--- src/rtl/spm_ctrl.sv ---
// spm_ctrl: serial-parallel multiplier controller (LOAD, 2*WIDTH RUN shifts, DONE); define SPM_CTRL_SIGNED_EN for two's complement operands
module spm_ctrl #(
    parameter int WIDTH = 8
) (
    input  logic               clk_in,
    input  logic               rst,
    input  logic               start,
    input  logic               abort,
    input  logic [WIDTH-1:0]   mcand_in,
    input  logic [WIDTH-1:0]   mplier_in,
    output logic               spm_load,
    output logic [WIDTH-1:0]   spm_mcand,
    output logic               spm_en,
    output logic               spm_x_bit,
    input  logic               spm_p_bit,
    output logic               busy,
    output logic               done,
    output logic [2*WIDTH-1:0] product
);
    localparam int CW = $clog2(2*WIDTH);
    localparam logic [CW-1:0] LAST = CW'(2*WIDTH-1);
    typedef enum logic [1:0] {IDLE, LOAD, RUN, DONE} state_t;
    state_t             r_state, w_next;
    logic [CW-1:0]      r_cnt;
    logic [WIDTH-1:0]   r_mcand, r_mplier;
    logic [2*WIDTH-1:0] r_shift, r_product;
    logic               w_ext, w_last;
`ifdef SPM_CTRL_SIGNED_EN
    assign w_ext = r_mplier[WIDTH-1];
`else
    assign w_ext = 1'b0;
`endif
    assign w_last    = r_cnt == LAST;
    assign spm_mcand = r_mcand;
    assign product   = r_product;
    // state register
    always_ff @(posedge clk_in) begin
        if (rst) r_state <= IDLE;
        else     r_state <= w_next;
    end
    // next-state: abort always returns to IDLE, RUN leaves after the last bit
    always_comb begin
        w_next = abort ? IDLE :
                 r_state == IDLE ? (start ? LOAD : IDLE) :
                 r_state == LOAD ? RUN :
                 r_state == RUN  ? (w_last ? DONE : RUN) : IDLE;
    end
    // outputs decoded from state; multiplier shifts right so bit 0 is always the current serial bit
    always_comb begin
        spm_load  = r_state == LOAD;
        spm_en    = r_state == RUN;
        done      = r_state == DONE;
        busy      = r_state != IDLE;
        spm_x_bit = (r_state == RUN) & r_mplier[0];
    end
    // datapath: operand latch, bit counter, product shift register and captured product
    always_ff @(posedge clk_in) begin
        if (rst) begin
            r_cnt     <= '0;
            r_mcand   <= '0;
            r_mplier  <= '0;
            r_shift   <= '0;
            r_product <= '0;
        end else begin
            if (r_state == IDLE && start && !abort) begin
                r_mcand  <= mcand_in;
                r_mplier <= mplier_in;
            end
            if (r_state == LOAD) begin
                r_cnt   <= '0;
                r_shift <= '0;
            end
            if (r_state == RUN && !abort) begin
                r_cnt    <= r_cnt + CW'(1);
                r_mplier <= {w_ext, r_mplier[WIDTH-1:1]};
                r_shift  <= {spm_p_bit, r_shift[2*WIDTH-1:1]};
                if (w_last) r_product <= {spm_p_bit, r_shift[2*WIDTH-1:1]};
            end
        end
    end
endmodule
--- config.mk ---
export PLATFORM = sky130hd
export DESIGN_NAME = spm_ctrl
export DESIGN_NICKNAME = d
export VERILOG_FILES = /design/src/rtl/spm_ctrl.sv
export SDC_FILE = /design/constraint.sdc
export NUM_CORES = 1
export LEC_CHECK = 0
export BUFFER_PORTS_ARGS = -buffer_cell sky130_fd_sc_hd__buf_2
export CORE_MARGIN = 2
export CORE_UTILIZATION = 33
export DETAILED_ROUTE_END_ITERATION = 7
export GPL_ROUTABILITY_DRIVEN = 1
export PLACE_DENSITY = 0.53
export SYNTH_ARGS = -nofsm -noshare
export SYNTH_HDL_FRONTEND = slang
export SYNTH_SLANG_ARGS = --single-unit
--- constraint.sdc ---
create_clock -name clk_in -period 3.2 [get_ports clk_in]
set_clock_uncertainty 0.1 [all_clocks]
set_input_delay 0.48 -clock clk_in [delete_from_list [all_inputs] [get_ports clk_in]]
set_output_delay 0.48 -clock clk_in [all_outputs]
set_load 0.005 [all_outputs]
==> flow_metrics.env, run 1 <==
export IMPL_antenna_found_initial=0
export IMPL_grt_setup_unrepaired="no"
export IMPL_max_freq_mhz=449
export IMPL_status="finished, final reports clean"
export IMPL_n_antenna_cell=0
export IMPL_ctsHoldBuffers=0
export IMPL_power_leakage_nw=1.06
export IMPL_die_w_um=87.0
export IMPL_criticalPathCategory="register to primary output"
export IMPL_grt_first_pass_wirelength_um=7240
export IMPL_worst_slack_ns=0.975
export IMPL_io_pins=50
export IMPL_yosys_warnings=0
export IMPL_cp_max_fo=20
export IMPL_grt_usage_pct=12.0
export IMPL_tritoncts_num_buffers=5
export IMPL_grt_max_degree=40
export IMPL_synth_top_area_share_pct=46.7
export IMPL_die_h_um=87.0
export IMPL_synthesis_area_sq_mm=0.00227
export IMPL_yosysTopAreaCell="dfxtp_1"
export IMPL_setup_violations=0
export IMPL_dr_pass1_iters=4
export IMPL_maxCapViolations=0
export IMPL_synthAdderAreaFrac_pct=2.75
export IMPL_endpoint_kind="primary output"
export IMPL_netlist_instances=245
export IMPL_route_vias_total=1760
export IMPL_hpwlAfterDp_um=2880
export IMPL_synthTopCellsByArea="dfxtp_1 (47%), mux2i_1 (11%), nand2b_1 (9.1%)"
export IMPL_gp_congestion=0.760
export IMPL_layout_min_cycle_time_ns=2.22
export IMPL_p_per_area_mw_per_mm2=437
export IMPL_slew_violations=0
export IMPL_viasPerCell=4.80
export IMPL_synth_mux_area_share_pct=11.5
export IMPL_fin_tns_setup_ns=0
export IMPL_startpoint_type="register"
export IMPL_layout_nets=312
export IMPL_final_core_util_pct=39.1
export IMPL_cts_root_buffer="clkbuf_8"
export IMPL_vdd_drop_max_uv=182
export IMPL_core_area_sq_mm=0.00672
export IMPL_h_tree_depth=2
export IMPL_worstPathRequired_ns=2.62
export IMPL_ys_ff_latch=53
export IMPL_detail_route_wirelength_um=4400
export IMPL_worstMarginPinSlew_ns=0.674
export IMPL_synth_compound_area_share_pct=9.81
export IMPL_synth_cell_type_count=31
export IMPL_cts_tree="yes"
export IMPL_drtAntennaViolNets=0
export IMPL_drt_iter0_drc=105
export IMPL_relSlewSlack_pct=55.1
export IMPL_synth_top_family_by_area="simple AND/OR/NAND/NOR gates"
export IMPL_dieArea_sq_mm=0.00756
export IMPL_hp_class="primary input to register"
export IMPL_cts_resized=0
export IMPL_drc=0
export IMPL_synth_avg_cell_area_sq_um=9.27
export IMPL_yosys_area_share_simple_pct=24.1
export IMPL_fin_crit_sh_pct=69.5
export IMPL_clk_path_buf_depth=2
export IMPL_synth_nets=271
export IMPL_synth_xor_area_share_pct=0
export IMPL_first_global_vias=1546
export IMPL_start_util_pct=33.8
export IMPL_post_cts_setup_buffer_count=0
export IMPL_cts_clk_slew_worst_paths_ns=0.10
export IMPL_cp_data_arrival_time_ns=1.64
export IMPL_numPortBuffers=49
export IMPL_drive_gt1_share_pct=22.0
export IMPL_clock_sinks=53
export IMPL_routedWlPerCell_um=12.0
export IMPL_hold_viol_final=0
export IMPL_place_ws_ns=1.02
export IMPL_fin_hold_ws_ns=0.297
export IMPL_fin_total_pwr_mw=1.15
export IMPL_clock_latency_ns=0.31
export IMPL_grt_ovfl_total=0
export IMPL_syn_to_final_growth_pct=15.6
export IMPL_ys_seq_area_share_pct=46.7
export IMPL_fp_row_count=30
==> critical path: stages (launching register included) <==
cell and delay [ns]:
dfxtp_1 0.34, inv_1 0.08, ha_1 0.59, and2_1 0.22
buf_2 0.11
==> sequential cells by signal (all words and copies together), names as in the netlist <==
signal     cells
r_mplier       8
r_cnt          4
product       16
r_shift       15
spm_mcand      8
r_state        2
==> metal layers <==
metal  part of all wire, %  up-vias  global-route usage (%)
met5                     0        -                       0
met4                   1.3        0                    5.11
met3                   6.2        4                    3.32
met2                    40       60                    17.6
met1                    52      785                    16.5
li1                      -      911                       -
==> final cells by class <==
type | count | area [sq um]
repair buffers | 51 | 260
clock inverters | 3 | 26.3
inverters | 4 | 15.0
well taps | 80 | 100
flip-flops and latches | 53 | 1060
clock buffers | 5 | 68.8
multi-input cells | 171 | 1090
fillers | 690 | 4090
==> cells in the mapped netlist, drive strengths merged <==
cell type  instances
clkbuf             6
nand2b            34
mux2               1
buf               11
clkinv             1
nand2             24
ha                 5
and2               2
a31oi              1
mux2i             25
nor2              10
and3               1
dfxtp             53
inv                3
nand3             27
a21oi             19
o31ai              1
a22o               7
a211oi             1
o21ai              7
nand4              1
o21ba              1
nand3b             1
nor2b              1
nor3               1
or3                1
==> final timing paths <==
check                                 start           end  slack (ns)  cells past startpoint
worst max register to register   r_state[0]    product[1]        1.03                      5
worst max-delay path             r_state[0]     spm_x_bit        0.98                      4
worst min register to register   product[9]    product[9]        0.37                      2
worst min-delay path            mcand_in[7]  spm_mcand[7]        0.30                      3
==> placed cells by master (no fill, tap or decap), types with 2 or more instances in the layout <==
cell	n
dfxtp_1	53
buf_2	49
nand2b_1	33
nand3_1	27
mux2i_1	25
nand2_1	24
a21oi_1	19
nor2_1	9
o21ai_0	7
a22o_1	7
ha_1	5
clkbuf_8	5
inv_1	3
and2_1	2
clkinvlp_4	2
buf_4	2
==> power by group <==
part | internal [mW] | total [mW] | switching (mW)
Combinational | 0.0359 | 0.0754 | 0.0395
Clock | 0.160 | 0.396 | 0.236
Sequential | 0.670 | 0.675 | 0.00518
Total | 0.865 | 1.15 | 0.281
==> kinds of logic after synthesis <==
| group | Yosys count |
|---|---|
| compound gates | 37 |
| fa+ha+maj | 5 |
| buf+inv | 21 |
| flops | 53 |
| mux | 26 |
| simple gates | 103 |
==> stage by stage <==
stage	instance area [sq um]	cells
floorplan	2270	245
global placement	2530	359
detailed placement	2530	359
CTS	2630	367
global route	2630	367
finish	2630	367
Note: power is estimated with default switching activity, not from simulation.
==> run 2, diff against run 1 <==
- clock period: 3.2 -> 2.3 ns (I/O delays scaled with it)
==> flow_metrics.env, run 2 (synthesis gave the netlist of run 1 again) <==
export IMPL_die_w_um=87.0
export IMPL_viasPerCell=4.80
export IMPL_drtAntennaViolNets=0
export IMPL_routedWlPerCell_um=12.0
export IMPL_detail_route_wirelength_um=4430
export IMPL_p_per_area_mw_per_mm2=605
export IMPL_criticalPathCategory="register to primary output"
export IMPL_intPower_mw=1.20
export IMPL_fin_tns_setup_ns=0
export IMPL_r2r_end="spm_mcand[5]"
export IMPL_route_vias_total=1776
export IMPL_cts_root_buffer="clkbuf_8"
export IMPL_hold_path_cell_count=3
export IMPL_fin_hold_ws_ns=0.158
export IMPL_worstPathRequired_ns=1.86
export IMPL_die_h_um=87.0
export IMPL_hp_class="primary input to register"
export IMPL_comb_power_share_pct=6.5
export IMPL_drive_gt1_share_pct=22.8
export IMPL_grt_ovfl_total=0
export IMPL_drc=0
export IMPL_start_util_pct=33.8
export IMPL_vdd_drop_max_uv=327
export IMPL_hp_start="mcand_in[7]"
export IMPL_n_antenna_cell=0
export IMPL_clk_path_buf_depth=2
export IMPL_p_seq_share_pct=58.7
export IMPL_power_leakage_nw=1.08
export IMPL_drt_iter0_drc=105
export IMPL_startpoint_type="register"
export IMPL_core_area_sq_mm=0.00672
export IMPL_grt_usage_pct=12.2
export IMPL_h_tree_depth=2
export IMPL_cts_resized=0
export IMPL_layout_common_cells="dfxtp_1 (53), buf_2 (49), nand2b_1 (33)"
export IMPL_grt_max_degree=32
export IMPL_clock_sinks=53
export IMPL_fin_crit_sh_pct=85.0
export IMPL_max_freq_mhz=512
export IMPL_fp_row_count=30
export IMPL_cts_tree="yes"
export IMPL_layout_nets=315
export IMPL_hold_viol_final=0
export IMPL_largest_reg_flops=16
export IMPL_dieArea_sq_mm=0.00756
export IMPL_rr_worst_depth=5
export IMPL_clock_latency_ns=0.32
export IMPL_reg2reg_from="r_state[1]"
export IMPL_fin_cells=370
export IMPL_r2r_slack_ns=0.45
export IMPL_switching_power_mw=0.397
export IMPL_cts_clk_slew_worst_paths_ns=0.10
export IMPL_clkPwrFrac_pct=34.8
export IMPL_grt_setup_unrepaired="no"
export IMPL_hold_end="spm_mcand[7]"
export IMPL_relSlewSlack_pct=61.8
export IMPL_status="finished, final reports clean"
export IMPL_dr_pass1_iters=4
export IMPL_cp_data_arrival_time_ns=1.51
export IMPL_swShare_pct=24.8
export IMPL_slew_violations=0
export IMPL_syn_to_final_growth_pct=16.5
export IMPL_first_global_vias=1636
export IMPL_tritoncts_num_buffers=5
export IMPL_dp_cells=362
export IMPL_post_cts_setup_buffer_count=0
export IMPL_worstMarginPinSlew_ns=0.572
export IMPL_cp_max_fo=17
export IMPL_antenna_found_initial=0
export IMPL_grt_first_pass_wirelength_um=7400
export IMPL_gp_congestion=0.711
export IMPL_final_core_util_pct=39.4
export IMPL_endpoint_kind="primary output"
export IMPL_hpwlAfterDp_um=3020
export IMPL_layout_min_cycle_time_ns=1.95
export IMPL_ctsHoldBuffers=0
export IMPL_io_pins=50
export IMPL_numPortBuffers=49
export IMPL_maxCapViolations=0
export IMPL_mostFrequentLayoutCell="dfxtp_1"
export IMPL_setup_violations=0
==> run 2: cell types whose count changed in the layout (fill, tap and decap cells not counted) <==
cell	change
buf_4	+3
inv_8	-1
inv_6	+1
clkinvlp_4	-1
clkinv_4	+1
==> run 2: worst max-delay path, stage by stage (launching register included) <==
cell,delay (ns)
dfxtp_1,0.37
inv_1,0.07
ha_1,0.26
buf_4,0.21
and2_1,0.17
buf_2,0.12
==> run 2: final cells by class <==
| type | instances | area [sq um] |
|---|---|---|
| timing repair buffer | 54 | 283 |
| fill | 684 | 4070 |
| sequential | 53 | 1060 |
| inverter | 4 | 15.0 |
| clock inverter | 3 | 25.0 |
| multi-input combinational | 171 | 1090 |
| tap | 80 | 100 |
| clock buffer | 5 | 68.8 |
==> run 2: worst max-delay path by stage <==
stage                   endpoint  slack (ns)        from
floorplan            product[10]        0.69  r_state[0]
global placement     r_mplier[7]        0.47  r_state[0]
detailed placement  spm_mcand[5]        0.41  r_state[1]
CTS                    spm_x_bit        0.32  r_state[0]
global route         r_mplier[7]        0.26  r_state[1]
finish                 spm_x_bit        0.35  r_state[0]
==> run 2: metrics by stage <==
| stage | setup slack (ns) | total power, mW | area [sq um] |
|---|---|---|---|
| 5_1_grt | 0.256 | 1.68 | 2650 |
| 3_5_place_dp | 0.407 | 1.07 | 2550 |
| 4_1_cts | 0.321 | 1.63 | 2650 |
| 6_report | 0.346 | 1.60 | 2650 |
| 3_3_place_gp | 0.473 | 1.07 | 2550 |
| 2_1_floorplan | 0.694 | 1.03 | 2270 |
==> run 2: per-layer routing <==
metal	vias to the layer above	wire, um	track usage, %
li1	915	-	-
met1	802	2170	16.3
met2	54	1900	18.7
met3	5	300	3.51
met4	0	54	4.26
met5	-	0	0
==> run 2: power by group through the flow <==
stage | clock network (mW) | logic, mW | registers [mW]
floorplan | 0 | 0.0667 | 0.960
global placement | 0 | 0.106 | 0.961
detailed placement | 0 | 0.107 | 0.960
CTS | 0.584 | 0.107 | 0.940
global route | 0.621 | 0.117 | 0.942
finish | 0.557 | 0.105 | 0.940
